[src/rtl/wrapper_result_fifo.sv]
// Result FIFO on the consumer side of the exponential wrapper write port.
// Optional sticky overflow flag built when RESULT_FIFO_OVF_EN is defined.
module wrapper_result_fifo #(
    parameter int unsigned DEPTH = 8,
    parameter int unsigned DW    = 21,
    parameter int unsigned AW    = $clog2(DEPTH)
) (
    input  logic          clk,
    input  logic          rst,
    input  logic          wr_reg,
    input  logic [DW-1:0] wr_data,
    input  logic          rd_ready,
    output logic          rd_valid,
    output logic [DW-1:0] rd_data,
    output logic          full,
    output logic          empty,
    output logic [AW:0]   count,
    output logic          ovf
);

    localparam int unsigned CW = AW + 1;

    logic [DW-1:0] mem [DEPTH];
    logic [AW-1:0] wp;
    logic [AW-1:0] rp;
    logic [CW-1:0] cnt_q;
    logic          push_c;
    logic          pop_c;

    // Flags come from the occupancy register only, never from pointer compare.
    assign full     = (cnt_q == CW'(DEPTH));
    assign empty    = (cnt_q == '0);
    assign count    = cnt_q;
    assign rd_valid = !empty;
    assign pop_c    = rd_valid && rd_ready;
    assign push_c   = wr_reg && (!full || pop_c);
    assign rd_data  = empty ? '0 : mem[rp];

    always_ff @(posedge clk) begin
        if (rst) begin
            wp    <= '0;
            rp    <= '0;
            cnt_q <= '0;
        end else begin
            if (push_c) wp <= wp + AW'(1);
            if (pop_c)  rp <= rp + AW'(1);
            case ({push_c, pop_c})
                2'b10:   cnt_q <= cnt_q + CW'(1);
                2'b01:   cnt_q <= cnt_q - CW'(1);
                default: cnt_q <= cnt_q;
            endcase
        end
    end

    // Storage is not reset; a push in a reset cycle is discarded.
    always_ff @(posedge clk) begin
        if (!rst && push_c) mem[wp] <= wr_data;
    end

`ifdef RESULT_FIFO_OVF_EN
    logic ovf_q;

    // Sticky: any write while full with no pop is a dropped word.
    always_ff @(posedge clk) begin
        if (rst) begin
            ovf_q <= 1'b0;
        end else if (wr_reg && full && !pop_c) begin
            ovf_q <= 1'b1;
        end
    end

    assign ovf = ovf_q;
`else
    assign ovf = 1'b0;
`endif

endmodule

[config.mk]
export PLATFORM = sky130hd
export DESIGN_NAME = wrapper_result_fifo
export DESIGN_NICKNAME = d
export VERILOG_FILES = /design/src/rtl/wrapper_result_fifo.sv
export SDC_FILE = /design/constraint.sdc
export NUM_CORES = 1
export LEC_CHECK = 0
export CORE_ASPECT_RATIO = 1.1
export CORE_UTILIZATION = 58
export DETAILED_ROUTE_END_ITERATION = 12
export PLACE_DENSITY_LB_ADDON = 0.15
export SETUP_SLACK_MARGIN = 0.5
export SLEW_MARGIN = 15
export SYNTH_ARGS = -nofsm -noshare
export SYNTH_HDL_FRONTEND = slang
export SYNTH_SLANG_ARGS = --single-unit
[constraint.sdc]
create_clock -name clk -period 4.44 [get_ports clk]
set_input_delay 0.444 -clock clk [delete_from_list [all_inputs] [get_ports clk]]
set_output_delay 0.444 -clock clk [all_outputs]
set_load 0.01 [all_outputs]
==> impl_metrics.tcl, run 1 <==
set metrics [dict create \
    drtIter0Drc 227 \
    fp.dieW_um 108 \
    worst_hold_startpoint "rp[1]" \
    fp-row-count 42 \
    wire_per_inst_um 22.0 \
    gr-total-overflow 0 \
    die_h_um 118 \
    final_cell_mix "168 x edfxtp_1, 52 x clkdlybuf4s50_1, 42 x mux4_2" \
    cts_setup_buffers 0 \
    cts_buffers 17 \
    synthDistinctLibCells 41 \
    drive_gt1_share_pct 22.1 \
    worstPathRequired_ps 4000 \
    critPathCaptureType "output pin" \
    pwr-share-clk_pct 27.7 \
    r2r-start "count[2]" \
    core_sq_um 12000 \
    antenna_found_initial 0 \
    cts_tree "done" \
    hold_class "reg2reg" \
    ys_seq_area_share_pct 74.2 \
    clk_path_buf_depth 2 \
    dr.pass1.iters 4 \
    synth-compound-area-share_pct 1.59 \
    n_antenna_cell 0 \
    netlist_area_sq_um 7150 \
    drc 0 \
    grt_usage_pct 22.3 \
    async_reset_ff_share_pct 0 \
    path_clk_slew_ps 60 \
    rsz0062_at_grt "false" \
    r2r_slack_ps 1810 \
    synth_top_family_by_area "multiplexers" \
    final-hold-violation-count 0 \
    cts_root_buffer "clkbuf_16" \
    place.gp.congestion 0.715 \
    synth_nets 387 \
    port_buffers 52 \
    grt_max_degree 43 \
    ys_ff_latch 181 \
    muxShareOfSynthArea_pct 16.4 \
    start_kind "register" \
    instances_no_fill 584 \
    reg2reg_to "count[3]" \
    setup_tns_ps 0 \
    final_common_cell "edfxtp_1" \
    skew_ps 8.52 \
    synthAdderAreaFrac_pct 0.980 \
    nets 447 \
    finalCritPeriodShare_pct 71.4 \
    critPathKind "reg2out" \
    detail-route-antenna-nets 0 \
    cts.sinks 181 \
    clk_latency_ps 410 \
    finalSetupViolCount 0 \
    yosys.area_share.simple_pct 3.95 \
    outcome "completed" \
    r2r_cells 9 \
    avgSynthCellArea_sq_um 20.0 \
    die_area_sq_um 12800 \
    syn_to_final_growth_pct 17.3 \
    share_seq_of_total_power_pct 43.4 \
    switching_share_pct 28.2 \
    combPwrFrac_pct 28.9 \
    irDropWorstVdd_mv 0.441 \
    ys_warn_count 0 \
    vias_per_cell 5.97 \
    maxCapViolations 0 \
    ios 54 \
    leakage_nw 2.62 \
    place_inst 552 \
    arrival_ps 2730 \
    grt_pass1_vias 3603 \
    start_util_pct 59.4 \
    fmax_ghz 0.316 \
    totalPowerFinal_mw 4.72 \
    max-slew-margin-rel_pct 24.1 \
    whs_path_depth 2 \
    finalMaxSlewViolations 0 \
    totalWireLength_mm 12.9 \
    powerDensity_nw_per_um2 562 \
    critPathMaxFanout 42 \
    grt_pass1_wl_mm 20.1 \
    dp.final_hpwl_mm 7.29 \
    cts_resized 0 \
    synth-edff-count 168 \
    worst_pin_slew_ps 1140 \
    ys.flop_type "edfxtp_1" \
    hold_ws_ps 486 \
    synth_cells 357 \
    p_int_mw 3.39 \
    hold_buffers 0 \
    period_needed_ps 3170 \
    synth-xor-area-share_pct 0.962 \
    vias 3486 \
    power_switching_mw 1.33 \
    h-tree-depth 4 \
]
-- stage by stage --
stage / utilization (%) / setup slack, ps / area [sq um]
after floorplan: - / 685 / 7150
after global placement: 65.4 / 1680 / 7870
after detailed placement: 65.4 / 1620 / 7870
after CTS: 69.7 / 1240 / 8390
after global routing: 69.7 / 1150 / 8390
final: 69.7 / 1270 / 8390
-- sequential cells by signal, indices dropped and copies added, names as in the netlist, named ones only --
signal / count
count: 4
rp: 3
mem: 168
wp: 3
-- power groups by stage --
stage | combinational (mW) | clock, mW | sequential [mW]
after floorplan | 0.926 | 0 | 2.01
after global placement | 1.36 | 0 | 2.08
after detailed placement | 1.38 | 0 | 2.09
after CTS | 1.39 | 1.33 | 2.05
after global routing | 1.47 | 1.39 | 2.07
final | 1.36 | 1.30 | 2.05
-- cell type report --
type,instances,area (sq um)
Sequential cell,181,5310
Fill cell,788,3640
Multi-Input combinational cell,151,1750
Timing Repair Buffer,62,608
Clock buffer,18,429
Tap cell,154,193
Clock inverter,14,88.8
Inverter,4,15.0
-- kinds of logic (layout without fill, tap and decap cells) --
kind of cell / count (synthesis) / in the layout
muxes: 65 / 65
other: 1 / 1
adders and majority gates: 5 / 5
buffers and inverters: 25 / 98
DFF: 181 / 181
AOI/OAI and AO/OA: 13 / 13
xor gates and xnor gates: 7 / 7
and+or+nand+nor: 60 / 60
-- synth_stat cells, drive strengths merged, types with 2 or more instances --
cell type,count,area share [%]
nor3,4,0.28
a211oi,2,0.38
o211ai,2,0.21
nand2,4,0.31
nand3,4,0.28
ha,4,0.70
xnor2,3,0.37
nand2b,2,0.17
inv,4,0.21
and2,2,0.17
nand3b,2,0.21
edfxtp,168,71
dfxtp,13,3.6
mux2i,23,3.2
xor2,4,0.59
nor2,36,1.9
a21oi,3,0.21
clkbuf,8,0.42
buf,13,1.2
mux4,42,13
-- how the worst max path moves through the flow --
stage          startpoint           to  slack [ps]  cells past startpoint
2_1_floorplan    rd_ready    mem[0][0]         680                      4
3_3_place_gp     register   rd_data[0]        1680                      4
3_5_place_dp     rd_ready   mem[7][17]        1620                      5
4_1_cts          register  rd_data[18]        1240                      4
5_1_grt          register  rd_data[18]        1150                      4
6_report         register  rd_data[18]        1270                      4
-- per-layer routing --
layer | up-vias | part of all wire (%) | GRT usage [%]
li1 | 1553 | - | -
met1 | 1804 | 42 | 30.1
met2 | 114 | 52 | 35.7
met3 | 15 | 5.2 | 5.57
met4 | 0 | 1.4 | 7.71
met5 | - | 0 | 0
-- critical path, stage by stage (launching register included) --
cell and delay (ps):
dfxtp_2 1080, mux4_2 400, mux2i_1 70, nor2_1 180, clkdlybuf4s50_1 570
(Power assumes the default switching activity.)
==> inputs of run 2 (changes only) <==
Clock period 4.44 ns to 3.2 ns, I/O delays scaled along.
==> impl_metrics.tcl, run 2 (same netlist as run 1, synthesis figures left out) <==
set metrics [dict create \
    outcome "completed" \
    power_switching_mw 1.89 \
    wire_per_inst_um 21.1 \
    r2r-start "count[1]" \
    dp.final_hpwl_mm 7.55 \
    gr-total-overflow 0 \
    ios 54 \
    final_cell_mix "168 x edfxtp_1, 52 x clkdlybuf4s50_1, 42 x mux4_2" \
    fp.dieW_um 108 \
    fp-row-count 42 \
    instances_no_fill 594 \
    regMostFlops "mem" \
    hold_buffers 0 \
    h-tree-depth 4 \
    worst_pin_slew_ps 588 \
    dr.pass1.iters 4 \
    vias_per_cell 5.83 \
    finalCritPeriodShare_pct 81.5 \
    clk_path_buf_depth 2 \
    cts_root_buffer "clkbuf_16" \
    port_buffers 52 \
    hold_ws_ps 503 \
    path_clk_slew_ps 60 \
    critPathCaptureType "output pin" \
    drive_gt1_share_pct 25.2 \
    powerDensity_nw_per_um2 797 \
    rsz0062_at_grt "false" \
    cts_tree "done" \
    worst_hold_startpoint "rp[1]" \
    grt_pass1_vias 3663 \
    vias 3464 \
    pwr-share-clk_pct 29.3 \
    period_needed_ps 2610 \
    critPathMaxStageDelay_ps 630 \
    combPwrFrac_pct 29.7 \
    cts.sinks 181 \
    largest_register_ffs 168 \
    die_area_sq_um 12800 \
    final_common_cell "edfxtp_1" \
    fmax_ghz 0.383 \
    place_inst 561 \
    maxCapViolations 0 \
    place.gp.congestion 0.766 \
    final_util_pct 71.3 \
    detail-route-antenna-nets 0 \
    antenna_found_initial 0 \
    start_kind "register" \
    clk_latency_ps 420 \
    start_util_pct 59.4 \
    switching_share_pct 27.6 \
    arrival_ps 2290 \
    totalWireLength_mm 12.5 \
    cts_buffers 17 \
    drc 0 \
    critPathKind "reg2out" \
    max-slew-margin-rel_pct 60.6 \
    finalMaxSlewViolations 0 \
    share_seq_of_total_power_pct 41.0 \
    critPathSlowestCell "or4_4" \
    grt_max_degree 23 \
    irDropWorstVdd_mv 0.548 \
    n_antenna_cell 0 \
    leakage_nw 2.73 \
    syn_to_final_growth_pct 19.9 \
    finalSetupViolCount 0 \
    hold_class "reg2reg" \
    setup_tns_ps 0 \
    grt_usage_pct 21.7 \
    p_int_mw 4.95 \
    final-hold-violation-count 0 \
    grt_pass1_wl_mm 19.7 \
    core_sq_um 12000 \
    nets 457 \
    crit_chain "or4_4, inv_6, nor2_1, clkdlybuf4s50_1" \
    die_h_um 118 \
    cp_num_buf_inv 2 \
    critPathLaunch "count[1]" \
    crit_family "simple AND/OR/NAND/NOR gates" \
    skew_ps 9.07 \
    drtIter0Drc 221 \
    critPathMaxFanout 22 \
    worstPathRequired_ps 2880 \
]
-- run 2: changes by cell type in the layout (fill, tap and decap cells not counted), sizes merged --
cell / change
buf: +10
inv: +2
clkinvlp: -4
clkbuf: -1
bufinv: +2
clkinv: +1
-- run 2: stage by stage --
step / setup WS [ps] / total power, mW / area [sq um]
6_report: 592 / 6.84 / 8580
3_3_place_gp: 716 / 4.84 / 7970
2_1_floorplan: 347 / 4.08 / 7170
3_5_place_dp: 593 / 4.86 / 7970
5_1_grt: 510 / 7.14 / 8580
4_1_cts: 537 / 6.90 / 8570
-- run 2: metal layers --
layer,vias up,global-route usage [%],part of all wire (%)
met3,14,5.52,5.7
met5,-,0,0
li1,1574,-,-
met1,1778,29.4,42
met4,0,7.45,1.5
met2,98,34.6,51
-- run 2: power groups by stage --
stage / logic (mW) / registers [mW] / clock network, mW
after floorplan: 1.29 / 2.79 / 0
after global placement: 1.97 / 2.87 / 0
after detailed placement: 1.99 / 2.87 / 0
after CTS: 2.06 / 2.80 / 2.04
after global routing: 2.19 / 2.82 / 2.13
final: 2.03 / 2.80 / 2.00
-- run 2: area by class of cell --
| cell class | count | area (sq um) |
|---|---|---|
| sequential | 181 | 5310 |
| fill | 755 | 3450 |
| multi-input combinational | 151 | 1770 |
| timing repair buffer | 72 | 703 |
| clock buffer | 17 | 425 |
| tap | 154 | 193 |
| clock inverter | 15 | 154 |
| inverter | 4 | 20.0 |
-- run 2: worst reg2reg max path, stage by stage, from the launching register on --
cell and delay (ps):
dfxtp_1 390, or4_4 630, nand2_4 120, or2_2 130
inv_1 60, ha_1 320, a21oi_1 290, and2_1 200
o221ai_1 130, a31oi_1 190
-- run 2: worst paths after layout --
path | endpoint | slack [ps] | depth (start not counted)
max | rd_data[7] | 590 | 4
min | register | 500 | 2
max reg2reg | count[3] | 660 | 9
min reg2reg | register | 500 | 2
-- run 2: repair_timing --
| action | in CTS | in global routing |
|---|---|---|
| setup endpoints to repair | 22 | 5 |
| cloned | 0 | 0 |
| gates resized for setup | 5 | 2 |
| setup buffers | 1 | 0 |
==> inputs of run 3 (changes only) <==
Settings changed: CORE_UTILIZATION 58 to 52.
Clock period 3.2 ns to 2.32 ns, I/O delays scaled along.
==> impl_metrics.tcl, run 3 (same netlist as run 1, synthesis figures left out) <==
set metrics [dict create \
    outcome "finished with violations" \
    violations "setup timing" \
    antenna_found_initial 0 \
    place.gp.congestion 0.740 \
    drc 0 \
    clk_latency_ps 430 \
    die_area_sq_um 14200 \
    grt_usage_pct 22.6 \
    vias_per_cell 5.63 \
    cts_buffers 17 \
    path_clk_slew_ps 70 \
    largest_register_ffs 168 \
    leakage_nw 3.17 \
    fp.dieW_um 114 \
    worstPathRequired_ps 2090 \
    core_sq_um 13300 \
    finalSetupViolCount 2 \
    h-tree-depth 4 \
    period_needed_ps 2330 \
    maxCapViolations 0 \
    irDropWorstVdd_mv 0.896 \
    drtIter0Drc 310 \
    nets 504 \
    met3_usage_pct 5.77 \
    syn_to_final_growth_pct 33.5 \
    finalMaxSlewViolations 0 \
    clk_path_buf_depth 2 \
    dp.final_hpwl_mm 7.13 \
    detail-route-antenna-nets 0 \
    skew_ps 6.46 \
    rsz0062_at_grt "true" \
    fmax_ghz 0.429 \
    final_common_cell "edfxtp_1" \
    ios 54 \
    dr.pass1.iters 5 \
    regMostFlops "mem" \
    met2_usage_pct 36.5 \
    setup_slack_ps -11.0 \
    grt_pass1_vias 3848 \
    arrival_ps 2100 \
    n_antenna_cell 0 \
    gr-total-overflow 0 \
    crit_end "rd_data[1]" \
    grt_max_degree 43 \
    use_met1_pct 30.4 \
    powerDensity_nw_per_um2 1160 \
    drive_gt1_share_pct 42.5 \
    fp-row-count 44 \
    totalWireLength_mm 15.3 \
    r2r-start "count[0]" \
    finalCritPeriodShare_pct 100 \
    critPathKind "reg2out" \
    die_h_um 125 \
    start_kind "register" \
    busiest_layer "met2" \
    hold_class "reg2reg" \
    r2r_cells 10 \
    grt_pass1_wl_mm 22.5 \
    port_buffers 52 \
    cts_root_buffer "clkbuf_16" \
    setup_tns_ps -19.5 \
    hold_buffers 0 \
    reg2reg_to "count[3]" \
    cts.sinks 181 \
    vias 3778 \
    cts_tree "done" \
    start_util_pct 53.7 \
    final_cell_mix "168 x edfxtp_1, 42 x mux4_2, 28 x clkdlybuf4s50_1" \
    final_util_pct 71.7 \
    r2r_slack_ps 80 \
    wire_per_inst_um 22.8 \
    pre_cts_ws_ps 127 \
    critPathMaxFanout 5 \
    critPathCaptureType "output pin" \
    final-hold-violation-count 0 \
]
[run 3: cell types whose count changed in the layout (fill, tap and decap cells not counted), moves of 6 or more]
cell | before | now
buf_6 | 2 | 18
nor2_4 | 0 | 7
buf_12 | 2 | 21
buf_16 | 0 | 7
buf_2 | 0 | 21
nor2_1 | 33 | 27
clkdlybuf4s50_1 | 52 | 28
[run 3: cell type report]
| type | count | area, sq um |
|---|---|---|
| Clock inverter | 15 | 149 |
| Tap cell | 184 | 230 |
| Clock buffer | 17 | 425 |
| Sequential cell | 181 | 5320 |
| Multi-Input combinational cell | 151 | 1950 |
| Inverter | 4 | 25.0 |
| Timing Repair Buffer | 119 | 1450 |
| Fill cell | 817 | 3770 |
[run 3: per-stage QoR]
stage	power (mW)	instances	instance area [sq um]	hold WS, ps
2_1_floorplan	5.75	357	7300	297
3_3_place_gp	6.91	592	8240	472
3_5_place_dp	6.95	592	8240	471
4_1_cts	10.7	655	9290	481
5_1_grt	11.5	671	9550	522
6_report	11.0	671	9550	496
[run 3: worst min-delay path by stage]
stage                from        to  slack, ps  cells after the start
global placement    rp[1]  register        470                      2
detailed placement  rp[1]  register        470                      2
CTS                 rp[1]  register        480                      2
finish              rp[1]  register        500                      2
global route        rp[1]  register        520                      2
floorplan             rst  count[1]        300                      1
[run 3: power breakdown]
part	internal [mW]	switching [mW]
combinational	2.57	1.89
sequential	3.72	0.101
clock	1.50	1.25
[run 3: critical path: stages, from the launching register on]
cell	delay (ps)
dfxtp_4	400
buf_4	140
buf_12	110
buf_12	120
mux4_2	500
mux2i_2	220
nor2_4	50
buf_2	140
[run 3: what timing repair did]
| item | 4_1_cts | 5_1_grt |
|---|---|---|
| resized for setup | 139 | 22 |
| pin swaps | 6 | 7 |
| setup buffers | 23 | 13 |
| setup endpoints to repair | 111 | 90 |
| endpoints found under the hold margin | 0 | 0 |
| cloned | 8 | 3 |
[run 3: metal layers]
layer	share of wire (%)	up-vias
met4	0.99	0
met3	5.6	14
met2	53	117
met5	0	-
met1	40	1969
li1	-	1678
